`config.mk`:
```
export PLATFORM = sky130hd
export DESIGN_NAME = mrd_rdx2345_rd_seq_flat
export DESIGN_NICKNAME = d
export VERILOG_FILES = /design/src/rtl/mrd_rdx2345_if.sv /design/src/rtl/mrd_rdx2345_rd_seq.sv /design/src/flat_wrapper.sv
export SDC_FILE = /design/constraint.sdc
export NUM_CORES = 1
export LEC_CHECK = 0
export CAP_MARGIN = 20
export CORE_AREA = 8 8 291 293
export CTS_CLUSTER_SIZE = 40
export DETAILED_ROUTE_END_ITERATION = 6
export DIE_AREA = 0 0 299 301
export PLACE_DENSITY = 0.62
export REMOVE_ABC_BUFFERS = 1
export SLEW_MARGIN = 20
export SYNTH_ARGS = -nofsm -noshare
export SYNTH_HDL_FRONTEND = slang
export SYNTH_SLANG_ARGS = --single-unit
```
`constraint.sdc`:
```
create_clock -name clk -period 23 [get_ports clk]
set_clock_uncertainty 0.15 [all_clocks]
set_input_delay 6.9 -clock clk [delete_from_list [all_inputs] [get_ports clk]]
set_output_delay 6.9 -clock clk [all_outputs]
set_load 0.1 [all_outputs]
```
`src/rtl/mrd_rdx2345_if.sv`:
```
// Stage-input bundle of the radix-2/3/4/5 DFT + twiddle stage.
// The read sequencer drives it and the butterfly datapath consumes it.
interface mrd_rdx2345_if #(
    parameter int W = 30
);
    logic              valid;
    logic [4:0][W-1:0] d_real;
    logic [4:0][W-1:0] d_imag;
    logic [4:0][2:0]   bank_index;
    logic [4:0][7:0]   bank_addr;
    logic [2:0]        factor;
    logic [11:0]       twdl_numrtr;
    logic [11:0]       twdl_demontr;

    modport master (
        output valid, d_real, d_imag, bank_index, bank_addr,
        output factor, twdl_numrtr, twdl_demontr
    );
    modport slave (
        input valid, d_real, d_imag, bank_index, bank_addr,
        input factor, twdl_numrtr, twdl_demontr
    );
endinterface

```
`src/rtl/mrd_rdx2345_rd_seq.sv`:
```
// Read-side sequencer: walks the butterflies of one DFT stage, reads the
// five banks and realigns the returned words into element order.
module mrd_rdx2345_rd_seq #(
    parameter int wDataInOut = 30,
    parameter int RD_LAT     = 1
) (
    input  logic                       clk,
    input  logic                       rst,
    input  logic                       start,
    input  logic [2:0]                 cfg_factor,
    input  logic [8:0]                 cfg_num_bfly,
    input  logic [11:0]                cfg_twdl_demontr,
    input  logic                       hold,
    output logic                       busy,
    output logic                       done,
    output logic [4:0]                 rd_en,
    output logic [4:0][7:0]            rd_addr,
    input  logic [4:0][wDataInOut-1:0] rd_real,
    input  logic [4:0][wDataInOut-1:0] rd_imag,
    mrd_rdx2345_if.master              out
);

    localparam logic [1:0] S_IDLE  = 2'd0;
    localparam logic [1:0] S_RUN   = 2'd1;
    localparam logic [1:0] S_DRAIN = 2'd2;

    typedef struct packed {
        logic            vld;
        logic            last;
        logic [4:0][2:0] bidx;
        logic [7:0]      addr;
        logic [11:0]     num;
    } tag_t;

    logic [1:0]  state;
    logic [8:0]  j;
    logic [2:0]  rot;
    logic [11:0] num;
    logic [2:0]  fac;
    logic [8:0]  nbfly;
    logic [11:0] den;
    logic [7:0]  last_addr;
    tag_t        sr [RD_LAT];
    tag_t        push;
    tag_t        al;

    logic        issue;
    logic        accept;
    logic        zero_go;
    logic        is_last;
    logic [11:0] den_eff;
    logic [11:0] num_nxt;

    function automatic logic [2:0] rot_add(input logic [2:0] r, input int m);
        logic [3:0] s;
        s = {1'b0, r} + 4'(m);
        if (s >= 4'd5) s = s - 4'd5;
        return s[2:0];
    endfunction

    assign issue   = (state == S_RUN) && !hold;
    // A start landing on the done cycle belongs to the finishing stage.
    assign accept  = (state == S_IDLE) && start && !done;
    assign zero_go = accept && (cfg_num_bfly == 9'd0);
    assign is_last = (j == nbfly - 9'd1);
    assign den_eff = (den == 12'd0) ? 12'd1 : den;
    assign num_nxt = (num + 12'd1 == den_eff) ? 12'd0 : num + 12'd1;
    assign busy    = (state != S_IDLE);
    assign al      = sr[RD_LAT-1];

    always_comb begin
        push      = '0;
        push.vld  = issue;
        push.last = is_last;
        push.addr = j[7:0];
        push.num  = num;
        for (int m = 0; m < 5; m++) push.bidx[m] = rot_add(rot, m);
    end

    always_comb begin
        rd_en = {5{issue}};
        for (int b = 0; b < 5; b++) rd_addr[b] = issue ? j[7:0] : last_addr;
    end

    always_ff @(posedge clk or posedge rst) begin
        if (rst) begin
            state     <= S_IDLE;
            j         <= '0;
            rot       <= '0;
            num       <= '0;
            fac       <= '0;
            nbfly     <= '0;
            den       <= '0;
            last_addr <= '0;
        end else begin
            case (state)
                S_IDLE: if (accept) begin
                    fac   <= cfg_factor;
                    nbfly <= cfg_num_bfly;
                    den   <= cfg_twdl_demontr;
                    j     <= '0;
                    rot   <= '0;
                    num   <= '0;
                    if (cfg_num_bfly != 9'd0) state <= S_RUN;
                end
                S_RUN: if (!hold) begin
                    last_addr <= j[7:0];
                    j         <= j + 9'd1;
                    rot       <= (rot == 3'd4) ? 3'd0 : rot + 3'd1;
                    num       <= num_nxt;
                    if (is_last) state <= S_DRAIN;
                end
                S_DRAIN: if (done) state <= S_IDLE;
                default: state <= S_IDLE;
            endcase
        end
    end

    always_ff @(posedge clk or posedge rst) begin
        if (rst) begin
            for (int i = 0; i < RD_LAT; i++) sr[i] <= '0;
        end else begin
            sr[0] <= push;
            for (int i = 1; i < RD_LAT; i++) sr[i] <= sr[i-1];
        end
    end

    always_ff @(posedge clk or posedge rst) begin
        if (rst) begin
            done             <= 1'b0;
            out.valid        <= 1'b0;
            out.d_real       <= '0;
            out.d_imag       <= '0;
            out.bank_index   <= '0;
            out.bank_addr    <= '0;
            out.factor       <= '0;
            out.twdl_numrtr  <= '0;
            out.twdl_demontr <= '0;
        end else begin
            done      <= (al.vld && al.last) || zero_go;
            out.valid <= al.vld;
            if (al.vld) begin
                for (int m = 0; m < 5; m++) begin
                    out.d_real[m]    <= (3'(m) < fac) ? rd_real[al.bidx[m]] : '0;
                    out.d_imag[m]    <= (3'(m) < fac) ? rd_imag[al.bidx[m]] : '0;
                    out.bank_addr[m] <= al.addr;
                end
                out.bank_index   <= al.bidx;
                out.factor       <= fac;
                out.twdl_numrtr  <= al.num;
                out.twdl_demontr <= den;
            end
        end
    end

endmodule

```
`src/flat_wrapper.sv`:
```
// flat-port wrapper written by rule: the top's interface ports become plain ports
module mrd_rdx2345_rd_seq_flat 
#(
    parameter int wDataInOut = 30,
    parameter int RD_LAT     = 1
)
  (clk, rst, start, cfg_factor, cfg_num_bfly, cfg_twdl_demontr, hold, busy, done, rd_en, rd_addr, rd_real, rd_imag, out_valid, out_d_real, out_d_imag, out_bank_index, out_bank_addr, out_factor, out_twdl_numrtr, out_twdl_demontr);
  mrd_rdx2345_if #(.W((30))) out_i ();
  input  logic clk;
  input  logic rst;
  input  logic start;
  input  logic [2:0] cfg_factor;
  input  logic [8:0] cfg_num_bfly;
  input  logic [11:0] cfg_twdl_demontr;
  input  logic hold;
  output logic busy;
  output logic done;
  output logic [4:0] rd_en;
  output logic [4:0][7:0] rd_addr;
  input  logic [4:0][wDataInOut-1:0] rd_real;
  input  logic [4:0][wDataInOut-1:0] rd_imag;
  output wire logic [$bits(out_i.valid)-1:0] out_valid;
  output wire logic [$bits(out_i.d_real)-1:0] out_d_real;
  output wire logic [$bits(out_i.d_imag)-1:0] out_d_imag;
  output wire logic [$bits(out_i.bank_index)-1:0] out_bank_index;
  output wire logic [$bits(out_i.bank_addr)-1:0] out_bank_addr;
  output wire logic [$bits(out_i.factor)-1:0] out_factor;
  output wire logic [$bits(out_i.twdl_numrtr)-1:0] out_twdl_numrtr;
  output wire logic [$bits(out_i.twdl_demontr)-1:0] out_twdl_demontr;
  assign out_valid = out_i.valid;
  assign out_d_real = out_i.d_real;
  assign out_d_imag = out_i.d_imag;
  assign out_bank_index = out_i.bank_index;
  assign out_bank_addr = out_i.bank_addr;
  assign out_factor = out_i.factor;
  assign out_twdl_numrtr = out_i.twdl_numrtr;
  assign out_twdl_demontr = out_i.twdl_demontr;
  mrd_rdx2345_rd_seq #(.wDataInOut(wDataInOut), .RD_LAT(RD_LAT)) u_core (.clk(clk), .rst(rst), .start(start), .cfg_factor(cfg_factor), .cfg_num_bfly(cfg_num_bfly), .cfg_twdl_demontr(cfg_twdl_demontr), .hold(hold), .busy(busy), .done(done), .rd_en(rd_en), .rd_addr(rd_addr), .rd_real(rd_real), .rd_imag(rd_imag), .out(out_i));
endmodule
```
==> results of run 1 <==
## per-layer routing
metal and global-route usage (%):
met5 0, met1 33.08, met4 10.89, met2 43.61, met3 8.458
## stage by stage
| stage | hold slack (ns) | area (sq um) |
|---|---|---|
| detailed placement | 0.3133 | 35230 |
| global route | 0.3320 | 37070 |
| CTS | 0.3250 | 37030 |
| global placement | 0.3087 | 35230 |
| floorplan | 0.2748 | 25890 |
## kinds of logic after synthesis
| kind of cell | after synthesis | share of synthesized area, % |
|---|---|---|
| AO/OA/AOI/OAI | 679 | 17.07 |
| buffers and inverters | 611 | 9.446 |
| flip-flops | 447 | 41.05 |
| multiplexers | 379 | 28.06 |
| AND/OR/NAND/NOR | 124 | 2.489 |
| XOR/XNOR | 39 | 1.254 |
| adder cells (fa/ha/maj) | 13 | 0.6245 |
==> summary by stage, run 1 <==
Yosys
In the synthesized netlist, the cells that appear most often are 447 x sky130_fd_sc_hd__dfrtp_1, 319 x sky130_fd_sc_hd__inv_1, 303 x sky130_fd_sc_hd__o22ai_1, 300 x sky130_fd_sc_hd__a22oi_1, 300 x sky130_fd_sc_hd__mux4_2. For this run, asynchronously set or reset flops after synthesis account for 100.0%. The number of flip-flops and latches in the synthesized netlist is ~450. The main flop type after synthesis is sky130_fd_sc_hd__dfrtp_1. The gate count after technology mapping is 2292.

The sequential-to-total area share from yosys stat is slightly above 40%. Yosys mapped a number of flops with a built-in enable equal to 0. Yosys attributes the largest share of cell area to sky130_fd_sc_hd__dfrtp_1 41%, sky130_fd_sc_hd__mux4_2 25%, sky130_fd_sc_hd__a22oi_1 8.3%. The synthesized netlist occupies a cell area of 27250 sq um.

Summed over all instances, the cell type with the most area after synthesis is sky130_fd_sc_hd__dfrtp_1. sky130_fd_sc_hd__dfrtp_1 is the most common cell in the netlist. The top cell type by area accounts for 41.05% of the synthesized area. After synthesis, the mean cell area works out to 11.89 sq um.

The count of cell types in the netlist is 63. During synthesis, Yosys emitted a total of 0 warnings.

Clocking
Once the clock tree was built, the resizer swapped 0 gates to a different size. The deepest clock path buffer count is 3. Post-CTS timing repair inserted 0 buffers for setup. The total clock buffers created by CTS is 52. Buffers inserted to repair hold after CTS numbered 0. The clock sink count is 447.

The tree is rooted in a sky130_fd_sc_hd__clkbuf_16. The CTS H-tree depth is 2.

Die
The number of placement rows is 104. The number of ports placed on the die boundary is between 700 and 800. The die is 301 um tall.

The die outline width is 299 um. The initial core utilization is 34.10%.

Placement
The final weighted congestion of routability-driven global placement is 0.8683. The total placed cells including tap cells is 3864. The number of I/O port buffers is 757. The wire-length estimate of the detail-placed layout is between 80000 and 90000 um.

At the placement stage, the worst setup path has a slack of 6.381 ns.

Global routing
The number of antenna violations at the first check in global routing is 33. The total global-route track usage is 26.83%. The pin count of the biggest net entering global routing is 135. The final global-route overflow total is 0. The number of global-route vias before repair came to 25640. The first global-routing pass estimated 180000 um of wire.

Outcome
Progress stopped at detailed routing. The flow did not finish. The first error in the log reads "Error: u_core.al\[32\] 2 pin not visited #guides = 256".
==> run 2: changes to the inputs <==
Settings changed: CORE_AREA 8 8 291 293 to 8 8 286 288, CTS_CLUSTER_SIZE 40 to unset, DIE_AREA 0 0 299 301 to 0 0 294 296, PLACE_DENSITY 0.62 to unset, PLACE_DENSITY_LB_ADDON set to 0.15.
==> summary by stage, run 2 <==
Outcome
Outcome: complete, no violations (was stopped before the end).

Routing
The count of nets left with antenna violations once routing finished came out at 0. After detailed routing, the average wire length per cell comes to 32.11 um. The pre-antenna-repair detailed-routing pass consisted of 5 iterations. The number of design rule violations left after detail routing is 0. The detail-routed via count per cell is 6.085. The first routing iteration left about 2400 violations.

The count of vias placed by the detailed router is 24160. The routed wire length is about 130000 um.

Yosys
The post-synthesis share of cell area spent on xor and xnor gates was 1.254% (unchanged). Biggest area contributors in the synthesized netlist: sky130_fd_sc_hd__dfrtp_1 41%, sky130_fd_sc_hd__mux4_2 25%, sky130_fd_sc_hd__a22oi_1 8.3% (unchanged). The dominant combinational cell family by area after synthesis is multiplexers (unchanged). The leading cell type by number of instances after synthesis is sky130_fd_sc_hd__dfrtp_1 (unchanged). The largest area contributor in the netlist is sky130_fd_sc_hd__dfrtp_1 (unchanged). The area share of and/or/nand/nor cells after synthesis is 2.489% (unchanged). The main flop type after synthesis is sky130_fd_sc_hd__dfrtp_1 (unchanged). The count of cell types in the netlist is 63 (unchanged).

Top post-synthesis cells by count: 447 x sky130_fd_sc_hd__dfrtp_1, 319 x sky130_fd_sc_hd__inv_1, 303 x sky130_fd_sc_hd__o22ai_1, 300 x sky130_fd_sc_hd__a22oi_1, 300 x sky130_fd_sc_hd__mux4_2 (unchanged). The mean area per synthesized cell came to 11.89 sq um (unchanged). The number of flip-flops and latches in the synthesized netlist is 447 (unchanged). The area share of the leading cell type in the synthesized netlist is 41.05% (unchanged). The complex-gate fraction of the synthesized area is 17.07% (unchanged).

The area share of fa/ha/maj cells after synthesis is 0.6245% (unchanged). The post-synthesis async set-or-reset flop share is 100.0% (unchanged). The proportion of synthesized area in mux cells is 28.06% (unchanged). The total of warnings raised by yosys is 0 (unchanged). The gate count after technology mapping is 2292 (unchanged). The number of enable flip-flop cells after synthesis is 0 (unchanged). The sequential-to-total area share from yosys stat came to 41.05% (unchanged). The post-synth design cell area was 27250 sq um (unchanged).

Die
The initial core utilization is 35.40% (was 34.10%). The die covers 87020 sq um. The number of placement rows is 102 (was 104). The die height is 296 um (was 301 um). The die outline width is 294 um (was 299 um). The core region is 76960 sq um. The number of ports placed on the die boundary is 758 (unchanged).

Setup path
STA puts the critical path data required time at 15.95 ns. By startpoint and endpoint, the worst setup path is classified as in -> out. The launching element type of the critical path is an input port. The data arrival time of the critical path is 9.48 ns.

STA classifies the critical path endpoint as a primary output. Of all nets on the critical path, the largest fanout is 19.

Clocking
The count of hold-fix buffers inserted at cts is 0 (unchanged). The clock network latency to the later pin of the worst-skew pair is 0.60 ns. The number of gates resized after cts was 0 (unchanged).

The total clock buffers created by CTS came to 55 (was 52). The clock sink count came to 447 (unchanged). The TritonCTS clock tree is built. The clock root buffer master is sky130_fd_sc_hd__clkbuf_16 (unchanged). Clock-pin slew was measured on the worst setup and hold paths at ~0.05 ns. The CTS H-tree depth was 2 (unchanged). The total setup buffers inserted after CTS came to 0 (unchanged). The deepest clock path buffer count is 3 (unchanged).

Timing
The portion of the clock cycle consumed by the worst path in the final layout is a little under three quarters. Across all setup checks in the final design, the least slack found is ~6.5 ns. The routed design could run at a clock period as short as 16.53 ns. The transition time of the tightest slew-check pin is 1.180 ns. Setup repair after global routing left no endpoint under its margin. The worst pin sits at a relative slew slack of approximately a fifth. The max-slew violation count is 0.

Derived from the worst setup path, the maximum achievable clock frequency is 60.49 MHz. The number of setup violations in the final report is 0. The final hold violation count is 0.

Cells and area
In the layout the commonest cells are 747 x sky130_fd_sc_hd__clkdlybuf4s50_1, 436 x sky130_fd_sc_hd__dfrtp_1, 318 x sky130_fd_sc_hd__inv_1. The growth of design area from synthesis to finish is 36.40%. The layout cell share with drive strength beyond 1 is between 10% and 20%. The library cell used most frequently in the layout, excluding fill and tap cells, is sky130_fd_sc_hd__clkdlybuf4s50_1. The post-layout instance count excluding filler cells is 3970. The finished layout cell area is 37160 sq um. The net count reported at finish is between 3000 and 4000.

Placement
The number of I/O port buffers is 757 (unchanged). The half-perimeter wire length after detailed placement is 82810 um (was 80900 um). The final weighted congestion of routability-driven global placement is 0.8700 (was 0.8683). The pre-CTS worst setup slack is 6.463 ns (was 6.381 ns). The cell area reported after detailed placement is 35200 sq um (was 35230 sq um). The total placed cells including tap cells is 3844 (was 3864).

Global routing
The number of global-route vias before repair came to 25050 (was 25640). The number of antenna violations at the first check in global routing is 40 (was 33). The met3 usage in global routing is 9.616% (was 8.458%). The wire length of the first global-routing pass came to 180900 um (was 180000 um). The final global-route overflow total was 0 (unchanged).

The met1 track demand over resource in global routing was 33.89% (was 33.08%). The pin count of the biggest net entering global routing came to 154 (was 135). The most used routing layer is met2 (unchanged).

The met2 usage in global routing is 46.24% (was 43.61%). The total global-route track usage came to 28.15% (was 26.83%).

Flow run
Across the run, the number of max-cap violations was 0.

Min path
The classification of the worst-slack hold path is reg -> reg.
==> run 2: routing by layer <==
metal  share of wire [%]  vias up
met5                0.16        -
met4                 4.0       32
met3                  11      345
met2                  48     1415
met1                  37    12410
li1                    -     9956
==> run 2: critical path, cell delays in order <==
cell,delay [ns]
sky130_fd_sc_hd__clkdlybuf4s50_1,0.50
sky130_fd_sc_hd__nor2_2,0.29
sky130_fd_sc_hd__buf_4,0.33
sky130_fd_sc_hd__mux2_2,0.28
sky130_fd_sc_hd__clkdlybuf4s50_1,1.17
==> run 2: area by class of cell <==
class | count | area (sq um)
antenna | 27 | 67.56
clock buffer | 79 | 1617
clock inverter | 19 | 254.0
fill | 6867 | 39790
inverter | 324 | 1230
multi-input combinational | 1234 | 13560
sequential | 447 | 11230
tap | 1040 | 1301
timing repair buffer | 800 | 7905
==> run 2: stage by stage <==
stage | hold slack (ns) | TNS (ns) | utilization [%]
CTS | 0.3262 | 0 | 48.17
floorplan | 0.2748 | -21.65 | -
finish | 0.3227 | 0 | 48.29
detailed placement | 0.3070 | 0 | 45.74
global route | 0.3412 | 0 | 48.26
global placement | 0.3038 | 0 | 45.74
==> run 2: cell families after synthesis <==
family                   after synthesis
AO/OA/AOI/OAI                        679
XOR/XNOR                              39
adder cells (fa/ha/maj)               13
buffers and inverters                611
flip-flops                           447
multiplexers                         379
AND/OR/NAND/NOR                      124
==> run 2: path summary, 6_finish.rpt <==
path | cells after the start | slack [ns] | from | to
worst max register to register | 8 | 19.63 | u_core.num[0] | u_core.num[7]
worst max-delay path | 5 | 6.47 | hold | rd_addr[35]
worst min-delay path | 1 | 0.32 | u_core.al[16] | u_core.out.bank_addr[4]
max in group asynchronous | 4 | 13.70 | rst | u_core.out.d_imag[21]
worst min register to register | 1 | 0.32 | u_core.al[16] | u_core.out.bank_addr[4]
min in group asynchronous | 2 | 6.71 | rst | u_core.out.twdl_demontr[2]
Power of run 2 is left out: the tool's default activity adds up to more than one toggle a clock period on the data nets, which glitch-free logic cannot reach.
==> run 3: changes to the inputs <==
Clock period 23 ns to 16.22 ns, I/O delays scaled along.
==> summary by stage, run 3 (synthesis gave the netlist of run 2 again) <==
Outcome
Outcome: complete, no violations (unchanged).

Die
The number of placement rows was 102 (unchanged). The die outline width came to 294 um (unchanged). The area of the die is 87020 sq um (unchanged).

The initial core utilization is 35.40% (unchanged). The number of ports placed on the die boundary is 758 (unchanged). The die height is 296 um (unchanged).

The area of the core is 76960 sq um (unchanged).

Clocking
The total setup buffers inserted after CTS is 0 (unchanged). The number of gates resized after cts is 0 (unchanged). The clock root buffer master was sky130_fd_sc_hd__clkbuf_16 (unchanged). The clock slew at the register clock pins of the worst setup and hold paths came to 0.06 ns (was 0.05 ns). The clock sink count is 447 (unchanged). The count of hold-fix buffers inserted at cts was 0 (unchanged). The CTS H-tree depth is 2 (unchanged). The deepest clock path buffer count is 3 (unchanged).

The TritonCTS clock tree is built (unchanged). The clock network latency to the later pin of the worst-skew pair is 0.60 ns (about the same). The total clock buffers created by CTS is 54 (was 55).

Global routing
The total global-route track usage came to 28.48% (was 28.15%). The number of global-route vias before repair is 24950 (was 25050). The pin count of the biggest net entering global routing was 156 (was 154). The final global-route overflow total is 0 (unchanged). The wire length of the first global-routing pass was 182100 um (was 180900 um). The number of antenna violations at the first check in global routing was 35 (was 40).

Timing
The worst setup slack after layout is 3.853 ns (was 6.469 ns). The number of setup violations in the final report is 0 (unchanged). The max-slew violation count was 0 (unchanged). Unrepaired setup endpoints after global routing: false (unchanged). The peak clock frequency supported by timing is 80.86 MHz. The portion of the clock cycle consumed by the worst path in the final layout is around 76%. The transition time of the tightest slew-check pin is 1.146 ns (was 1.180 ns). The final hold violation count came to 0 (unchanged).

The clock period could shrink to 12.37 ns. The max-slew headroom at the worst pin came to 23.33% (was 21.11%).

Cells and area
The finished layout cell area is 37300 sq um (was 37160 sq um). The growth of design area from synthesis to finish is 36.90% (was 36.40%). The utilization after layout is 48.47% (was 48.29%). Top library cells by usage in the layout, fill and taps aside: 747 x sky130_fd_sc_hd__clkdlybuf4s50_1, 436 x sky130_fd_sc_hd__dfrtp_1, 318 x sky130_fd_sc_hd__inv_1 (unchanged).

The layout cell share with drive strength beyond 1 is 19.48% (was 19.29%). The net count reported at finish is 3200 (was 3203). The most common library cell in the layout ignoring fill and taps is sky130_fd_sc_hd__clkdlybuf4s50_1 (unchanged).

Routing
The count of TritonRoute iterations in the first routing pass is 5 (unchanged). The detail-routed via count per cell is 6.122 (was 6.085). The initial detailed-routing violation count is 2123 (was 2415).

The routed wirelength normalized by instance count came to 32.40 um (was 32.11 um). The count of vias placed by the detailed router came to 24310 (was 24160). The number of design rule violations left after detail routing was 0 (unchanged).

The number of routed nets with antenna violations came to 0 (unchanged). The routed wire length is 128700 um (was 127500 um).

Setup path
The worst stage delay on the critical path was 1.16 ns (was 1.17 ns). The worst setup path endpoint is rd_addr[27] (was rd_addr[35]). The number of cell instances on the worst register-to-register path came to 4 (was 8).

The reg-to-reg critical path endpoint is u_core.out.d_real[112] (was u_core.num[7]). The launching element type of the critical path is an input port (unchanged). The worst reg2reg path startpoint is u_core.al[36] (was u_core.num[0]). The data arrival time of the critical path is 7.35 ns (was 9.48 ns).

The type of the worst setup path is in -> out (unchanged). The worst-case register-to-register setup slack came to 12.12 ns (was 19.63 ns). The critical-path maximum fanout is 20 (was 19). The type of element capturing the critical path is a primary output (unchanged). The library cell appearing most often on the critical path is sky130_fd_sc_hd__clkdlybuf4s50_1 (unchanged). The slowest cell on the critical path is sky130_fd_sc_hd__clkdlybuf4s50_1 (unchanged). The first element of the critical path is hold (unchanged). Critical path, cell by cell: clkdlybuf4s50_1 > nor2_2 > buf_4 > mux2_2 > clkdlybuf4s50_1 (unchanged). The required time at the worst-slack endpoint is 11.20 ns (was 15.95 ns).

Min path
The worst hold path cell count came to 1 (unchanged). The classification of the worst-slack hold path is reg -> reg (unchanged).

Placement
The number of I/O port buffers is 757 (unchanged). The cell area reported after detailed placement is 35240 sq um (was 35200 sq um). The final weighted congestion of routability-driven global placement came to 0.8958 (was 0.8700). The half-perimeter wire length after detailed placement was 82860 um (was 82810 um). The pre-CTS worst setup slack came to 3.844 ns (was 6.463 ns).

Flow run
The number of maximum-capacitance constraint violations is 0 (unchanged).
-- run 3: changes by cell type in the layout (fill, tap and decap cells not counted) --
| cell | change |
|---|---|
| sky130_fd_sc_hd__buf_12 | +2 |
| sky130_fd_sc_hd__buf_2 | -1 |
| sky130_fd_sc_hd__buf_4 | -3 |
| sky130_fd_sc_hd__bufinv_16 | +3 |
| sky130_fd_sc_hd__clkbuf_1 | -4 |
| sky130_fd_sc_hd__clkbuf_16 | +2 |
| sky130_fd_sc_hd__clkbuf_8 | -3 |
| sky130_fd_sc_hd__clkinv_2 | +1 |
| sky130_fd_sc_hd__clkinvlp_4 | +4 |
| sky130_fd_sc_hd__diode_2 | -1 |
| sky130_fd_sc_hd__inv_6 | +1 |
-- run 3: layout make-up --
type,count,area [sq um]
antenna,26,65.06
clock buffer,74,1610
clock inverter,28,387.9
fill,6883,39660
inverter,324,1230
multi-input combinational,1234,13560
sequential,447,11230
tap,1040,1301
timing repair buffer,798,7918
-- run 3: how the worst min path moves through the flow --
stage | slack [ns] | start | to
6_report | 0.32 | u_core.al[6] | u_core.out.twdl_numrtr[6]
4_1_cts | 0.32 | u_core.al[2] | u_core.out.twdl_numrtr[2]
2_1_floorplan | 0.27 | u_core.num[10] | u_core.al[10]
3_3_place_gp | 0.30 | u_core.num[11] | u_core.al[11]
5_1_grt | 0.34 | u_core.al[4] | u_core.out.twdl_numrtr[4]
3_5_place_dp | 0.31 | u_core.num[11] | u_core.al[11]
-- run 3: critical path, delay by kind of cell --
| kind | cells | cell delay (ns) |
|---|---|---|
| buffers and inverters | 3 | 1.96 |
| muxes | 1 | 0.28 |
| and+or+nand+nor | 1 | 0.23 |
-- run 3: metal layers --
layer | GRT usage (%) | vias to the layer above | wire (um)
met4 | 11.44 | 18 | 4826
met1 | 34.77 | 12490 | 48340
met5 | 0 | - | 115
li1 | - | 9963 | -
met3 | 9.122 | 336 | 13550
met2 | 46.74 | 1503 | 61830
-- run 3: metrics by stage --
step	setup TNS, ns	hold slack [ns]	cells
after floorplan	-692.04	0.2748	2005
after global placement	0	0.3034	3842
after detailed placement	0	0.3062	3843
after CTS	0	0.3228	3945
after global routing	0	0.3367	3965
final	0	0.3161	3971
Power of run 3 is left out for the same reason.
